<file path="src/rtl/clock_pkg.sv">
// -----------------------------------------------------------------------------
// clock_pkg
//   Shared types and constants for the digital clock time-setting control.
//   Contents:
//     set_state_t  - RUN / SET_HH / SET_MM / SET_SS / COMMIT sequencer states
//     field_sel_t  - field currently being edited (none, hours, minutes, seconds)
//     KEY_*        - bit positions of each key inside the 3-bit key bus
//     isSetState   - true for the three editing states
// -----------------------------------------------------------------------------
package clock_pkg;

    typedef enum logic [2:0] {
        RUN    = 3'd0,
        SET_HH = 3'd1,
        SET_MM = 3'd2,
        SET_SS = 3'd3,
        COMMIT = 3'd4
    } set_state_t;

    typedef enum logic [1:0] {
        FLD_NONE = 2'd0,
        FLD_HH   = 2'd1,
        FLD_MM   = 2'd2,
        FLD_SS   = 2'd3
    } field_sel_t;

    localparam int KEY_MODE = 2;
    localparam int KEY_INC  = 1;
    localparam int KEY_DEC  = 0;

    function automatic logic isSetState(input set_state_t s);
        return (s == SET_HH) || (s == SET_MM) || (s == SET_SS);
    endfunction

endpackage

</file>
<file path="src/rtl/key_edge.sv">
// -----------------------------------------------------------------------------
// key_edge
//   Brings one asynchronous active-low key into the clock domain and turns
//   its falling edge into a single-cycle press. A press is visible three
//   cycles after the pin falls; holding the key never produces a second one.
//   Ports:
//     clk      in   clock
//     reset    in   synchronous, active-high reset
//     i_key_n  in   raw active-low key pin
//     o_held   out  1 while the synchronized key is pressed (level)
//     o_press  out  one-cycle pulse per press
// -----------------------------------------------------------------------------
module key_edge (
    input  logic clk,
    input  logic reset,
    input  logic i_key_n,
    output logic o_held,
    output logic o_press
);

    logic r_sync1;
    logic r_sync2;
    logic r_prev;
    logic r_press;

    // Two-flop synchronizer followed by a registered falling-edge detect.
    // Everything resets to the released level so leaving reset never looks
    // like a press.
    always_ff @(posedge clk) begin
        if (reset) begin
            r_sync1 <= 1'b1;
            r_sync2 <= 1'b1;
            r_prev  <= 1'b1;
            r_press <= 1'b0;
        end else begin
            r_sync1 <= i_key_n;
            r_sync2 <= r_sync1;
            r_prev  <= r_sync2;
            r_press <= r_prev & ~r_sync2;
        end
    end

    assign o_held  = ~r_sync2;
    assign o_press = r_press;

endmodule

</file>
<file path="src/rtl/time_set_ctrl.sv">
// -----------------------------------------------------------------------------
// time_set_ctrl
//   Time-setting sequencer for the digital clock. The mode key walks
//   RUN -> SET_HH -> SET_MM -> SET_SS -> COMMIT -> RUN; inc/dec keys in a SET
//   state emit one-cycle pulses to the counter bank. An idle SET state
//   auto-commits after TIMEOUT_S seconds, and the edited field blinks.
//   Optional build macro: TIME_SET_REPEAT_EN adds auto-repeat for held
//   inc/dec keys (first repeat after CLK_HZ/2, then every CLK_HZ/8 cycles).
//   Ports:
//     clk         in   clock
//     reset       in   synchronous, active-high reset
//     key_n[2:0]  in   active-low keys: [2]=mode, [1]=inc, [0]=dec
//     run_en      out  1 when the datapath may count time (RUN only)
//     set_active  out  1 in SET_HH/SET_MM/SET_SS
//     field_sel   out  0=none, 1=HH, 2=MM, 3=SS
//     inc_pulse   out  one-cycle increment request
//     dec_pulse   out  one-cycle decrement request
//     commit      out  one-cycle pulse when editing ends
//     blink_on    out  1 = show the selected field, 0 = blank it
// -----------------------------------------------------------------------------
module time_set_ctrl
    import clock_pkg::*;
#(
    parameter int CLK_HZ    = 100000,
    parameter int BLINK_HZ  = 2,
    parameter int TIMEOUT_S = 10
) (
    input  logic       clk,
    input  logic       reset,
    input  logic [2:0] key_n,
    output logic       run_en,
    output logic       set_active,
    output logic [1:0] field_sel,
    output logic       inc_pulse,
    output logic       dec_pulse,
    output logic       commit,
    output logic       blink_on
);

    localparam int TMO_CYCLES = CLK_HZ * TIMEOUT_S;
    localparam int TMO_W      = $clog2(TMO_CYCLES + 1);
    localparam logic [TMO_W-1:0] TMO_LAST = TMO_W'(TMO_CYCLES - 1);
    localparam int HALF_CYCLES = CLK_HZ / (2 * BLINK_HZ);
    localparam int BLK_W       = $clog2(HALF_CYCLES + 1);
    localparam logic [BLK_W-1:0] BLK_LAST = BLK_W'(HALF_CYCLES - 1);

    set_state_t       r_state;
    set_state_t       w_nextState;
    logic [2:0]       w_held;
    logic [2:0]       w_press;
    logic             w_inSet;
    logic             w_nextInSet;
    logic             w_setEntry;
    logic             w_modePress;
    logic             w_incPress;
    logic             w_decPress;
    logic             w_incFire;
    logic             w_decFire;
    logic             w_timeout;
    logic             w_unusedHeld;
    logic [TMO_W-1:0] r_tmoCnt;
    logic [BLK_W-1:0] r_blkCnt;
    logic             r_blink;
    logic             r_incPulse;
    logic             r_decPulse;

    for (genvar g = 0; g < 3; g++) begin : g_key
        key_edge u_keyEdge (
            .clk     (clk),
            .reset   (reset),
            .i_key_n (key_n[g]),
            .o_held  (w_held[g]),
            .o_press (w_press[g])
        );
    end

    // Key arbitration: mode beats inc/dec, and inc+dec together cancel.
    // A press that lands on the last timeout count keeps the edit open.
    always_comb begin
        w_inSet     = isSetState(r_state);
        w_modePress = w_press[KEY_MODE];
        w_incPress  = w_inSet & w_press[KEY_INC] & ~w_press[KEY_DEC] & ~w_modePress;
        w_decPress  = w_inSet & w_press[KEY_DEC] & ~w_press[KEY_INC] & ~w_modePress;
        w_timeout   = (r_tmoCnt == TMO_LAST) & ~(|w_press);
    end

    // Next-state logic for the mode sequence.
    always_comb begin
        w_nextState = r_state;
        case (r_state)
            RUN:     if (w_modePress) w_nextState = SET_HH;
            SET_HH:  if (w_modePress) w_nextState = SET_MM;
                     else if (w_timeout) w_nextState = COMMIT;
            SET_MM:  if (w_modePress) w_nextState = SET_SS;
                     else if (w_timeout) w_nextState = COMMIT;
            SET_SS:  if (w_modePress || w_timeout) w_nextState = COMMIT;
            COMMIT:  w_nextState = RUN;
            default: w_nextState = RUN;
        endcase
        w_nextInSet = isSetState(w_nextState);
        w_setEntry  = w_nextInSet && (w_nextState != r_state);
    end

    // Moore outputs decoded straight from the state register.
    always_comb begin
        run_en     = (r_state == RUN);
        set_active = w_inSet;
        commit     = (r_state == COMMIT);
        case (r_state)
            SET_HH:  field_sel = FLD_HH;
            SET_MM:  field_sel = FLD_MM;
            SET_SS:  field_sel = FLD_SS;
            default: field_sel = FLD_NONE;
        endcase
    end

`ifdef TIME_SET_REPEAT_EN
    localparam int REP_FIRST = CLK_HZ / 2;
    localparam int REP_NEXT  = CLK_HZ / 8;
    localparam int REP_W     = $clog2(REP_FIRST + 1);

    logic             r_repActive;
    logic             r_repIsInc;
    logic             r_repRepeating;
    logic [REP_W-1:0] r_repCnt;
    logic [REP_W-1:0] w_repLimit;
    logic             w_repHeld;
    logic             w_repFire;

    // The repeat counter is loaded with 1 on the press so that it equals the
    // number of cycles since the press; after the first repeat it restarts
    // at 0 and fires on each shorter period.
    always_comb begin
        w_unusedHeld = w_held[KEY_MODE];
        w_repHeld    = r_repIsInc ? w_held[KEY_INC] : w_held[KEY_DEC];
        w_repLimit   = r_repRepeating ? REP_W'(REP_NEXT - 1) : REP_W'(REP_FIRST - 1);
        w_repFire    = r_repActive & w_repHeld & (r_repCnt == w_repLimit) & w_inSet
                     & (w_nextState == r_state) & ~w_incPress & ~w_decPress;
        w_incFire    = w_incPress | (w_repFire & r_repIsInc);
        w_decFire    = w_decPress | (w_repFire & ~r_repIsInc);
    end

    // Repeat tracking stops on release or on any state change.
    always_ff @(posedge clk) begin
        if (reset || !w_nextInSet || (w_nextState != r_state)) begin
            r_repActive    <= 1'b0;
            r_repIsInc     <= 1'b0;
            r_repRepeating <= 1'b0;
            r_repCnt       <= '0;
        end else if (w_incPress || w_decPress) begin
            r_repActive    <= 1'b1;
            r_repIsInc     <= w_incPress;
            r_repRepeating <= 1'b0;
            r_repCnt       <= REP_W'(1);
        end else if (!w_repHeld) begin
            r_repActive    <= 1'b0;
        end else if (w_repFire) begin
            r_repRepeating <= 1'b1;
            r_repCnt       <= '0;
        end else if (r_repActive) begin
            r_repCnt       <= r_repCnt + 1'b1;
        end
    end
`else
    // Without auto-repeat every pulse comes from exactly one press, and the
    // held levels have no consumer.
    always_comb begin
        w_unusedHeld = &w_held;
        w_incFire    = w_incPress;
        w_decFire    = w_decPress;
    end
`endif

    // State register; reset drops any edit in progress without a commit.
    always_ff @(posedge clk) begin
        if (reset) r_state <= RUN;
        else       r_state <= w_nextState;
    end

    // Pulses appear the cycle after the press (or repeat) that caused them.
    always_ff @(posedge clk) begin
        if (reset) begin
            r_incPulse <= 1'b0;
            r_decPulse <= 1'b0;
        end else begin
            r_incPulse <= w_incFire;
            r_decPulse <= w_decFire;
        end
    end

    // Inactivity timer: runs only while editing, restarts on each new field
    // and on any key activity.
    always_ff @(posedge clk) begin
        if (reset || !w_nextInSet || w_setEntry || (|w_press) || w_incFire || w_decFire)
            r_tmoCnt <= '0;
        else
            r_tmoCnt <= r_tmoCnt + 1'b1;
    end

    // Blink generator: solid outside editing, restarts visible on field entry
    // and after each value change so the user sees the new value at once.
    always_ff @(posedge clk) begin
        if (reset || !w_nextInSet || w_setEntry || w_incFire || w_decFire) begin
            r_blkCnt <= '0;
            r_blink  <= 1'b1;
        end else if (r_blkCnt == BLK_LAST) begin
            r_blkCnt <= '0;
            r_blink  <= ~r_blink;
        end else begin
            r_blkCnt <= r_blkCnt + 1'b1;
        end
    end

    assign inc_pulse = r_incPulse;
    assign dec_pulse = r_decPulse;
    assign blink_on  = r_blink;

endmodule

</file>
<file path="config.mk">
export PLATFORM = sky130hd
export DESIGN_NAME = time_set_ctrl
export DESIGN_NICKNAME = d
export VERILOG_FILES = /design/src/rtl/clock_pkg.sv /design/src/rtl/key_edge.sv /design/src/rtl/time_set_ctrl.sv
export SDC_FILE = /design/constraint.sdc
export NUM_CORES = 1
export LEC_CHECK = 0
export BUFFER_PORTS_ARGS = -buffer_cell sky130_fd_sc_hd__buf_2
export CAP_MARGIN = 25
export CORE_ASPECT_RATIO = 0.75
export CORE_UTILIZATION = 60
export DETAILED_ROUTE_END_ITERATION = 8
export PLACE_DENSITY_LB_ADDON = 0.12
export SETUP_SLACK_MARGIN = 0.3
export SLEW_MARGIN = 20
export SYNTH_ARGS = -nofsm -noshare
export SYNTH_HDL_FRONTEND = slang
export SYNTH_SLANG_ARGS = --single-unit
</file>
<file path="constraint.sdc">
create_clock -name clk -period 4.4 [get_ports clk]
set_clock_uncertainty 0.1 [all_clocks]
set_input_delay 0.66 -clock clk [delete_from_list [all_inputs] [get_ports clk]]
set_output_delay 0.66 -clock clk [all_outputs]
set_load 0.005 [all_outputs]
</file>
# ---- Yosys cells after proc, flatten, opt, wreduce, memory -nomap -nowiden
# Cells that the tools add are included.
dict set report totals {
  wordCells 72
  reg_bits 53
  input_bits 5
  out_inout_bits 8
}
dict set report classes {
  add_sub_neg 2
  n_reduce_logical 17
  n_mux 7
  n_eq_ne 10
  n_bitwise 18
}
# operator n
set ops {}
lappend ops {{$add 20x1->20 const B} 1}
lappend ops {{$eq 20x20->1 const B} 1}
lappend ops {{$add 15x1->15 const B} 1}
lappend ops {{$eq 15x15->1 const B} 1}
lappend ops {{$mux 3} 5}
lappend ops {{$eq 3x2->1 const B} 4}
lappend ops {{$logic_or 1x1->1} 12}
lappend ops {{$pmux 3 s4} 1}
lappend ops {{$and 1x1->1} 10}
lappend ops {{$not 1->1} 8}
lappend ops {{$eq 3x1->1 const B} 2}
lappend ops {{$pmux 2 s3} 1}
lappend ops {{$eq 3x3->1 const B} 1}
lappend ops {{$logic_not 3->1} 1}
lappend ops {{$ne 3x3->1} 1}
lappend ops {{$reduce_or 3->1} 1}
lappend ops {{$reduce_or 2->1} 1}
lappend ops {{$logic_and 1x1->1} 1}
lappend ops {{$logic_not 1->1} 1}

# ---- Longest topological paths before layout
# Gate-level depths: netlist of the first run.
dict set report depth {
  ltp_word 15
  depth_mapped 6
  ltp_nobuf 5
}

# ---- Hierarchy
# A second synthesis of the first run with hierarchy kept.
dict set report unflattened {
  hier_cells 248
  area_unflattened_um2 2257.2
}
# mod area_each_um2 cells_per_inst n_inst
set modules_own_cells {}
lappend modules_own_cells {time_set_ctrl 1926.8 221 1}
lappend modules_own_cells {key_edge 110.1 9 3}

# ---- Worst setup path after synthesis of the first run
# Ideal clock, no wire load.
dict set report synth_path {
  kind {register to register}
  start {register r_tmoCnt[10]}
  end {register r_blkCnt[11]}
  setup_slack_ps 2307
  n_path_buf 1
  setup_ps 115
  synth_period_minus_slack_ps 2093
  stages_incl_launch_ff 6
  arrival_time_ps 1878
  cell_sequence {dfxtp_1 > or4b_1 > or4_4 > o211ai_4 > buf_6 > nor2_2}
}
dict set report synth_between {
  elab_chain_len 14
}
# item line
set synth_lines {}
lappend synth_lines {{from (decl)} time_set_ctrl.sv:61} ;# logic [TMO_W-1:0] r_tmoCnt;
lappend synth_lines {{from (signal assigned)} time_set_ctrl.sv:197} ;# r_tmoCnt <= r_tmoCnt + 1'b1;
lappend synth_lines {{$eq 20x20->1 (*)} time_set_ctrl.sv:84} ;# w_timeout = (r_tmoCnt == TMO_LAST) & ~(|w_press);
lappend synth_lines {{$and 1x1->1 (*)} time_set_ctrl.sv:84}
lappend synth_lines {{$mux 3 or $logic_or 1x1->1 (tied branches)} {time_set_ctrl.sv:93, time_set_ctrl.sv:95, time_set_ctrl.sv:96}}
lappend synth_lines {{$mux 3, on equally long branches} {time_set_ctrl.sv:94, time_set_ctrl.sv:92, time_set_ctrl.sv:96}}
lappend synth_lines {{$pmux 3 s4 (*)} time_set_ctrl.sv:90} ;# case (r_state)
lappend synth_lines {{$eq 3x1->1 or $eq 3x2->1 (tied branches)} clock_pkg.sv:32} ;# return (s == SET_HH) || (s == SET_MM) || (s == SET_SS);
lappend synth_lines {{$logic_or 1x1->1 (2 in series)} clock_pkg.sv:32}
lappend synth_lines {{$logic_not 1->1} time_set_ctrl.sv:203} ;# if (reset || !w_nextInSet || w_setEntry || w_incFire || w_decFire) begin
lappend synth_lines {{$logic_or 1x1->1} time_set_ctrl.sv:203}
lappend synth_lines {{$logic_or 1x1->1 (*) (3 in series)} time_set_ctrl.sv:203}
lappend synth_lines {{$reduce_or 2->1 (no line) (*)} -}
lappend synth_lines {{to (signal assigned)} time_set_ctrl.sv:210} ;# r_blkCnt <= r_blkCnt + 1'b1;
lappend synth_lines {{to (decl)} time_set_ctrl.sv:62} ;# logic [BLK_W-1:0] r_blkCnt;
# Mark *: on every way between the ends. The rest lies on a longest branch, timed or not.
# A chain may end at the register's enable or synchronous reset.

# ---- Worst setup path in the final report of the first run
dict set report layout_path {
  start {register r_tmoCnt[10]}
  end {register r_tmoCnt[3]}
}
dict set report layout_between {
  elab_chain_len 14
}
# item line
set layout_lines {}
lappend layout_lines {{$eq 20x20->1 (*)} time_set_ctrl.sv:84}
lappend layout_lines {{$and 1x1->1 (*)} time_set_ctrl.sv:84}
lappend layout_lines {{$mux 3 or $logic_or 1x1->1 (tied branches)} {time_set_ctrl.sv:93, time_set_ctrl.sv:95, time_set_ctrl.sv:96}}
lappend layout_lines {{$mux 3, on equally long branches} {time_set_ctrl.sv:94, time_set_ctrl.sv:92, time_set_ctrl.sv:96}}
lappend layout_lines {{$pmux 3 s4 (*)} time_set_ctrl.sv:90}
lappend layout_lines {{$eq 3x1->1 or $eq 3x2->1 (tied branches)} clock_pkg.sv:32}
lappend layout_lines {{$logic_or 1x1->1 (2 in series)} clock_pkg.sv:32}
lappend layout_lines {{$logic_not 1->1} time_set_ctrl.sv:194} ;# if (reset || !w_nextInSet || w_setEntry || (|w_press) || w_incFire || w_decFire)
lappend layout_lines {{$logic_or 1x1->1} time_set_ctrl.sv:194}
lappend layout_lines {{$logic_or 1x1->1 (*) (4 in series)} time_set_ctrl.sv:194}
# Marks and branches as above.

==> summary.txt, run 1 <==
Power
  – Sw Ratio: 0.1914
  – Switch Pwr: roughly 160 uW
  – Combinational share of power: 0.018
  – Pwr dens: between 300 and 400 nW/um^2
  – Power share of the sequential group: 0.582
  – Lkg Pwr: around 0.79 nW
  – Design internal power: ~680 uW
  – Maximum vdd drop: between 0.2 and 0.3 mV
  – Clock power frac: 0.400

Synthesis
  – Most common cell in the netlist: dfxtp_1
  – Synth top cells by count: dfxtp_1 (53), nor2_1 (33), xnor2_1 (21), nand3_1 (17), nand2_1 (13)
  – Post-synth ARST share: 0
  – Syn Area/Cell: slightly above 9 um^2
  – Post-synthesis cell count: 250
  – Synth Register Bits: 53
  – Syn Nets: 257
  – Yosys cell types: 37
  – Syn Std Cell Area: roughly 2300 um^2
  – EDFF count, synth: 0
  – Top cells by area, synth: dfxtp_1 (47%), xnor2_1 (8.1%), nor2_1 (5.4%)
  – Yosys top cell by area: dfxtp_1
  – Register area share after synthesis: 0.4662
  – Synth Flop Type: dfxtp_1
  – Post-synth top area share: 0.4662
  – Synth warnings: 0

STA
  – Slew @ Worst Pin: between 0.8 and 0.9 ns
  – Final setup viols: 0
  – Total negative slack: 0 ns
  – Hold Fails Final Rpt: 0
  – Tmin final: 2.552 ns
  – Pins Over Slew Limit: 0
  – Fmax: roughly 0.4 GHz
  – Worst rel slew slack: 0.4506
  – Final period util: 0.5801
  – RSZ-0062 raised after global routing: no

Floorplanning
  – Ports: 13
  – DIE WIDTH: between 70 and 80 um
  – Full die area: roughly 4000 um^2
  – Die Span Y: approximately 55 um
  – Core area: 3446 um^2
  – Starting density of the core: 0.6605
  – Rows: 18

Detailed routing
  – Drc violations: 0
  – Vias: roughly 1700
  – Vias per cell: approximately 5.4
  – Initial DRC Count: 66
  – First-pass detailed-route iteration total: 4
  – Wire length per cell: around 12 um
  – Remaining antenna violation count: 0
  – Post-Route WL: 3721 um

Clock network
  – Number of CTS-inserted buffers: 5
  – H-tree levels: 2
  – CTS max path bufs: 2
  – Cts-stage hold buffer count: 0
  – Root Buffer: clkbuf_8
  – Clock-pin slew on the worst setup and hold paths: 0.09 ns
  – CTS tree: done
  – CTS Sinks: 53
  – Setup bufs post-CTS: 0
  – Post_cts resized: 0
  – Later-pin clock latency in the skew report: approximately 0.30 ns

Min path
  – Hold depth: 2
  – Hold path endpoint: g_key[2].u_keyEdge.o_press
  – Hold path startpoint: g_key[2].u_keyEdge.r_prev
  – Min-Delay Path Class: register to register

Placed design
  – Routability cong.: 0.8322
  – Area after DPL: approximately 2400 um^2
  – # port buffers: 12
  – # placed instances: 308
  – Dpl hpwl: 2646 um

Finish
  – Antenna diodes: 0
  – Area growth syn-to-layout: 9.346%
  – Final #Nets: about 270
  – Final Core Density: 0.7222
  – Layout cells sized above 1: 0.1842
  – Non-Filler Instances: 316
  – Design area: 2489 um^2

Global routing
  – GRT Total Usage: 0.2102
  – Grt ovf: 0
  – Vias in the first global route: 1527
  – Initial antenna violation count: 0
  – Global-route wire length before repair: approximately 6500 um
  – Largest net degree at the start of global routing: 21

Setup path
  – CP endpoint kind: register
  – Worst Path Class, Setup: register to register
  – Worst EP required: approximately 4.5 ns
  – RR Startpoint: r_tmoCnt[10]
  – Flop-to-flop setup slack: between 1.5 and 2 ns
  – Worst Path Arrival: ~2.6 ns
  – Worst reg2reg path depth: 4
  – FF-to-FF End: r_tmoCnt[3]
  – Worst path top cell family by delay: simple AND/OR/NAND/NOR gates
  – Worst Setup Start Kind: register
  – CP bufs+invs: 0
  – Slowest CP cell: o211ai_2
  – CP max FO: 20
  – CP max stage delay: about 0.70 ns
  – Worst-path cell chain: or4b_1 -> or4_4 -> o211ai_2 -> nor2_1

Job
  – Max-cap violations: 0

Run status
  – Status: completed
[power groups by stage]
stage          Clock (mW)  Sequential (mW)  Combinational [mW]
2_1_floorplan           0            0.497              0.0109
3_3_place_gp            0            0.498              0.0148
3_5_place_dp            0            0.498              0.0150
4_1_cts             0.343            0.487              0.0151
5_1_grt             0.364            0.487              0.0170
6_report            0.334            0.487              0.0149
[worst max-delay path by stage]
stage	start	end	cells past startpoint
CTS	r_tmoCnt[10]	r_tmoCnt[3]	4
global placement	r_tmoCnt[10]	r_tmoCnt[16]	4
finish	r_tmoCnt[10]	r_tmoCnt[3]	4
global route	r_tmoCnt[10]	r_tmoCnt[3]	4
detailed placement	r_tmoCnt[10]	r_tmoCnt[9]	4
floorplan	r_tmoCnt[10]	r_blkCnt[11]	5
[layer usage]
layer  vias to the layer above  wire length [um]  global-route usage
li1                        891                 -                   -
met1                       777              1947              0.2832
met2                        31              1583              0.3175
met3                         8               127             0.05474
met4                         0                61             0.08683
met5                         -                 0                   0
[layout by cell type (no fill, tap or decap), types with 2 or more instances in the layout]
cell / instances
a21oi_1: 7
and2_1: 2
and3_1: 2
and4_2: 2
buf_2: 12
clkbuf_8: 6
dfxtp_1: 53
ha_1: 2
inv_1: 11
nand2_1: 13
nand3_1: 17
nand4_1: 8
nor2_1: 33
nor2_2: 10
nor2b_1: 2
nor3_1: 8
nor3b_1: 3
nor4_1: 8
nor4b_1: 2
o21ai_0: 5
or2_2: 10
or3_1: 6
or4b_1: 2
xnor2_1: 21
xor2_1: 8
[logic make-up (layout without fill, tap and decap cells)]
kind of cell,after synthesis,count (layout),synth area share
AOI/OAI and AO/OA,17,17,0.05277
xor gates and xnor gates,29,29,0.1116
adders and majority gates,2,2,0.01099
buffers and inverters,15,31,0.03133
DFF,53,53,0.4662
and+or+nand+nor,134,134,0.3271
[layout make-up]
| cell class | instances | area [um^2] |
|---|---|---|
| multi-input cells | 182 | 1144 |
| flip-flops and latches | 53 | 1061 |
| fillers | 286 | 957.2 |
| clock buffers | 6 | 82.58 |
| well taps | 50 | 62.56 |
| repair buffers | 12 | 60.06 |
| inverters | 11 | 41.29 |
| clock inverters | 2 | 37.54 |
[registers in the layout, summed over array words and instances (netlist names)]
name	flops
r_tmoCnt	20
r_blkCnt	15
g_key.u_keyEdge.o_press	3
g_key.u_keyEdge.r_prev	3
g_key.u_keyEdge.r_sync1	3
g_key.u_keyEdge.r_sync2	3
r_state	3
blink_on	1
dec_pulse	1
inc_pulse	1
[worst min-delay path: cells and delay by family, from the launching register on]
kind | cells | cell delay (ns)
buffers and inverters | 1 | 0.04
flip-flops | 1 | 0.30
AND/OR/NAND/NOR | 1 | 0.03
[metrics by stage]
step / hold slack [ns] / setup WS, ns / power [mW]
final: 0.3113 / 1.848 / 0.8354
after global placement: 0.2905 / 1.932 / 0.5125
after global routing: 0.3247 / 1.723 / 0.8684
after CTS: 0.3127 / 1.845 / 0.8447
after detailed placement: 0.2954 / 1.879 / 0.5129
after floorplan: 0.2895 / 2.307 / 0.5083
No activity file was read; power rests on OpenSTA's default activity.
==> run 2: changes to the inputs <==
CORE_UTILIZATION = 59   (was 60)
clock period = 2.55 ns   (was 4.4 ns; I/O delays follow)
==> run 2 against run 1 <==
  * Maximum frequency increased by 18%
  * Die area increased by 1.6%
  * Final area increased by 0.25%
  * Via count increased by 0.23%
  * Clock power increased by 43%
  * Total power increased by 61%
  * Register-to-register slack got worse by 1.5 ns
  * Largest power group unchanged
==> summary.txt, run 2 (synthesis results as in run 1) <==
Run status
  – Status: completed

Detailed routing
  – Post-Route WL: approximately 3800 um
  – Remaining antenna violation count: 0
  – Vias: about 1700
  – Drc violations: 0
  – Initial DRC Count: slightly below 90
  – Vias per cell: 5.330
  – Wire length per cell: approximately 12 um
  – First-pass detailed-route iteration total: 4

Power
  – Pwr dens: 538.7 nW/um^2
  – Total power: about 1.3 mW
  – Lkg Pwr: ~0.79 nW
  – Maximum vdd drop: ~0.34 mV

Floorplanning
  – DIE WIDTH: roughly 74 um
  – Full die area: approximately 4100 um^2
  – Die Span Y: between 50 and 60 um
  – Core area: ~3700 um^2
  – Ports: 13
  – Rows: 19
  – Starting density of the core: 0.6177

Setup path
  – Worst Path Arrival: approximately 2.3 ns
  – Worst EP required: approximately 2.6 ns
  – CP endpoint kind: register
  – Worst Setup Start Kind: register
  – CP max FO: 20
  – Worst Path Class, Setup: register to register

Clock network
  – H-tree levels: 2
  – CTS tree: done
  – CTS Sinks: 53
  – Clock-pin slew on the worst setup and hold paths: roughly 0.1 ns
  – Later-pin clock latency in the skew report: roughly 0.31 ns
  – Root Buffer: clkbuf_8
  – Number of CTS-inserted buffers: 5
  – CTS max path bufs: 2

STA
  – Pins Over Slew Limit: 0
  – Hold Fails Final Rpt: 0
  – Final setup viols: 0
  – Fmax: about 0.46 GHz
  – RSZ-0062 raised after global routing: yes
  – Total negative slack: 0 ns
  – Tmin final: 2.170 ns
  – Final period util: 0.8511
  – Slew @ Worst Pin: between 0.6 and 0.7 ns
  – Worst rel slew slack: 0.5810

Global routing
  – Largest net degree at the start of global routing: 21
  – Grt ovf: 0
  – Global-route wire length before repair: between 6000 and 7000 um
  – GRT Total Usage: 0.2105
  – Vias in the first global route: 1459
  – Initial antenna violation count: 0

Finish
  – Antenna diodes: 0
  – Max reg flops: 20
  – Most frequent cells in the layout: dfxtp_1 (53), nor2_1 (33), xnor2_1 (21), nand3_1 (17), nand2_1 (13)
  – Most flop-heavy register: r_tmoCnt
  – Total of fill cells in the finished design: between 200 and 300
  – Sequential Area: 1061 um^2
  – Final Core Density: 0.6771
  – Area of the multi-input gates: between 1000 and 1500 um^2
  – Final #Nets: around 280
  – Design area: roughly 2500 um^2
  – Largest registers: r_tmoCnt: 20 flops, r_blkCnt: 15 flops
  – Area growth syn-to-layout: 9.621%
  – Layout cells sized above 1: 0.1933
  – Most common cell after layout, fill and taps aside: dfxtp_1

Placed design
  – # port buffers: 12
  – Routability cong.: between 0.7 and 0.8
  – Dpl hpwl: 2675 um
  – Area after DPL: roughly 2400 um^2

Min path
  – Min-Delay Path Class: input pin to register

Job
  – Max-cap violations: 0
==> run 2: worst paths after layout <==
kind         slack (ns)                          to                      start  cells after the start
max                0.38                r_tmoCnt[19]               r_tmoCnt[10]                      5
min                0.15  g_key[1].u_keyEdge.r_sync1                   key_n[1]                      2
max reg2reg        0.38                r_tmoCnt[19]               r_tmoCnt[10]                      5
min reg2reg        0.31  g_key[1].u_keyEdge.o_press  g_key[1].u_keyEdge.r_prev                      2
==> run 2: cell type report <==
cell class,count,area share
inverters,11,0.01655
flip-flops and latches,53,0.4253
well taps,52,0.02608
clock buffers,5,0.02758
repair buffers,15,0.03611
clock inverters,3,0.01003
multi-input cells,182,0.4584
==> run 2: timing repair <==
| action | 4_1_cts | 5_1_grt |
|---|---|---|
| endpoints found under the setup margin | 0 | 29 |
| buffers inserted | 0 | 0 |
| resized for setup | 0 | 2 |
| hold buffers | 0 | 0 |
==> run 2: report_power, final <==
group	internal [mW]	total (mW)	switching, mW	leakage, nW
Clock	0.198	0.476	0.278	0.0447
Combinational	0.0132	0.0278	0.0145	0.317
Sequential	0.835	0.840	0.00464	0.429
Total	1.05	1.34	0.297	0.791
==> run 2: critical path: stages, from the launching register on <==
cell and delay (ns):
dfxtp_1 0.37, or4b_1 0.55, or4_4 0.55, o211ai_2 0.21, buf_6 0.22, a21oi_1 0.06
==> run 2: metrics by stage <==
stage	hold WS, ns	instances	worst slack, ns
finish	0.1467	321	0.3798
floorplan	0.2895	250	0.4567
detailed placement	0.2938	313	0.3537
global placement	0.2901	313	0.3953
global route	0.1284	321	0.2821
CTS	0.1359	321	0.3371
==> run 2: metal layers <==
metal  vias up  global-route usage  share of wire
met1       773              0.3248           0.55
met3         6             0.05978          0.038
met5         -                   0              0
met4         0             0.07418          0.014
met2        35              0.2752           0.39
li1        897                   -              -
==> run 3: changes to the inputs <==
MAX_ROUTING_LAYER = met4   (was not set)
==> run 3 against run 2 <==
  * Maximum frequency hardly changed
  * Die area stayed put
  * Combinational power hardly changed
  * Sequential share of layout area stayed put
  * Register-to-register slack hardly changed
==> summary.txt, run 3 (synthesis results as in run 1) <==
Clock network
  – H-tree levels: 2
  – CTS tree: done
  – Root Buffer: clkbuf_8
  – Later-pin clock latency in the skew report: 0.31 ns
  – CTS max path bufs: 2
  – Number of CTS-inserted buffers: 5
  – Cts-stage hold buffer count: 0
  – Clock-pin slew on the worst setup and hold paths: around 0.1 ns
  – CTS Sinks: 53

Floorplanning
  – Die Span Y: approximately 56 um
  – Ports: 13
  – Full die area: just over 4000 um^2
  – DIE WIDTH: 73.72 um
  – Starting density of the core: 0.6177
  – Rows: 19
  – Core area: 3685 um^2

STA
  – Fmax: between 0.4 and 0.5 GHz
  – Hold Fails Final Rpt: 0
  – RSZ-0062 raised after global routing: yes
  – Pins Over Slew Limit: 0
  – Final period util: 0.8513
  – Tmin final: 2.171 ns
  – Final setup viols: 0
  – Slew @ Worst Pin: 0.6197 ns
  – Worst rel slew slack: 0.5810
  – Total negative slack: 0 ns

Detailed routing
  – First-pass detailed-route iteration total: 4
  – Drc violations: 0
  – Wire length per cell: 11.74 um
  – Vias per cell: around 5.3
  – Vias: about 1700
  – Remaining antenna violation count: 0
  – Initial DRC Count: between 90 and 100
  – Post-Route WL: approximately 3800 um

Setup path
  – Crit path from: r_tmoCnt[10]
  – RR Startpoint: r_tmoCnt[10]
  – CP max stage delay: about 0.55 ns
  – Worst EP required: 2.64 ns
  – CP bufs+invs: 1
  – Worst Setup Start Kind: register
  – Worst path top cell family by delay: simple AND/OR/NAND/NOR gates
  – Flop-to-flop setup slack: 0.38 ns
  – CP max FO: 20
  – Worst Path Class, Setup: register to register
  – Slowest CP cell: or4b_1
  – Worst-path cell chain: or4b_1 -> or4_4 -> o211ai_2 -> buf_6 -> a21oi_1
  – CP endpoint kind: register
  – Worst Path Arrival: 2.26 ns

Placed design
  – # port buffers: 12
  – Dpl hpwl: about 2700 um
  – Routability cong.: around 0.80

Finish
  – Final #Nets: roughly 280
  – Most flop-heavy register: r_tmoCnt
  – Most frequent cells in the layout: dfxtp_1 (53), nor2_1 (33), xnor2_1 (21), nand3_1 (17), nand2_1 (13)
  – Final Core Density: 0.6771
  – Antenna diodes: 0
  – Total of fill cells in the finished design: 296
  – Area growth syn-to-layout: 9.621%
  – Max reg flops: 20
  – Layout cells sized above 1: 0.1933
  – Largest registers: r_tmoCnt: 20 flops, r_blkCnt: 15 flops
  – Most common cell after layout, fill and taps aside: dfxtp_1

Global routing
  – GRT Total Usage: 0.2165
  – Vias in the first global route: between 1000 and 1500
  – Largest net degree at the start of global routing: 21
  – Initial antenna violation count: 0
  – Grt ovf: 0
  – Global-route wire length before repair: around 6600 um

Power
  – Maximum vdd drop: roughly 0.34 mV
  – Pwr dens: approximately 540 nW/um^2
  – Lkg Pwr: between 0.7 and 0.8 nW

Run status
  – Status: completed

Job
  – Max-cap violations: 0

Min path
  – Min-Delay Path Class: input pin to register
  – Hold path startpoint: key_n[1]
## run 3: cell counts in the layout (fill, tap and decap cells not counted)
No cell type changed its count.
## run 3: final cells by class
class / count / area, um^2 / share of cell area
Multi-Input combinational cell: 182 / 1144 / 0.4584
Inverter: 11 / 41.29 / 0.01655
Clock inverter: 3 / 25.02 / 0.01003
Tap cell: 52 / 65.06 / 0.02608
Timing Repair Buffer: 15 / 90.09 / 0.03611
Clock buffer: 5 / 68.82 / 0.02758
Sequential cell: 53 / 1061 / 0.4253
## run 3: where the power goes
part	switching (mW)	internal, mW	leakage [nW]
Combinational	0.0146	0.0132	0.317
Sequential	0.00462	0.835	0.429
Clock	0.277	0.198	0.0447
Total	0.297	1.05	0.791
## run 3: path summary, 6_finish.rpt
check | endpoint | cells past startpoint
min | g_key[1].u_keyEdge.r_sync1 | 2
max reg2reg | r_tmoCnt[19] | 5
min reg2reg | g_key[1].u_keyEdge.o_press | 2
max | r_tmoCnt[19] | 5
## run 3: worst reg2reg max path, cell delays in order (launching register included)
cell      delay [ns]
dfxtp_1         0.37
or4b_1          0.55
or4_4           0.55
o211ai_2        0.21
buf_6           0.22
a21oi_1         0.07
## run 3: per-layer routing
metal | up-vias | global-route usage | share of wire
met4 | 0 | 0.07418 | 0.014
met2 | 31 | 0.2752 | 0.39
met5 | - | - | 0
li1 | 896 | - | -
met3 | 6 | 0.05978 | 0.039
met1 | 765 | 0.3248 | 0.56
## run 3: per-stage QoR
stage	area (um^2)	setup WS [ns]	instances	power (mW)	hold slack [ns]
6_report	2495	0.3793	321	1.343	0.1473
5_1_grt	2495	0.2821	321	1.404	0.1284
4_1_cts	2487	0.3371	321	1.364	0.1359
3_5_place_dp	2394	0.3537	313	0.8867	0.2938
3_3_place_gp	2394	0.3953	313	0.8859	0.2901
2_1_floorplan	2276	0.4567	250	0.8770	0.2895
## run 3: timing repair
item / in CTS / in global routing
gates resized for setup: 0 / 2
setup endpoints to repair: 0 / 29
setup buffers: 0 / 0
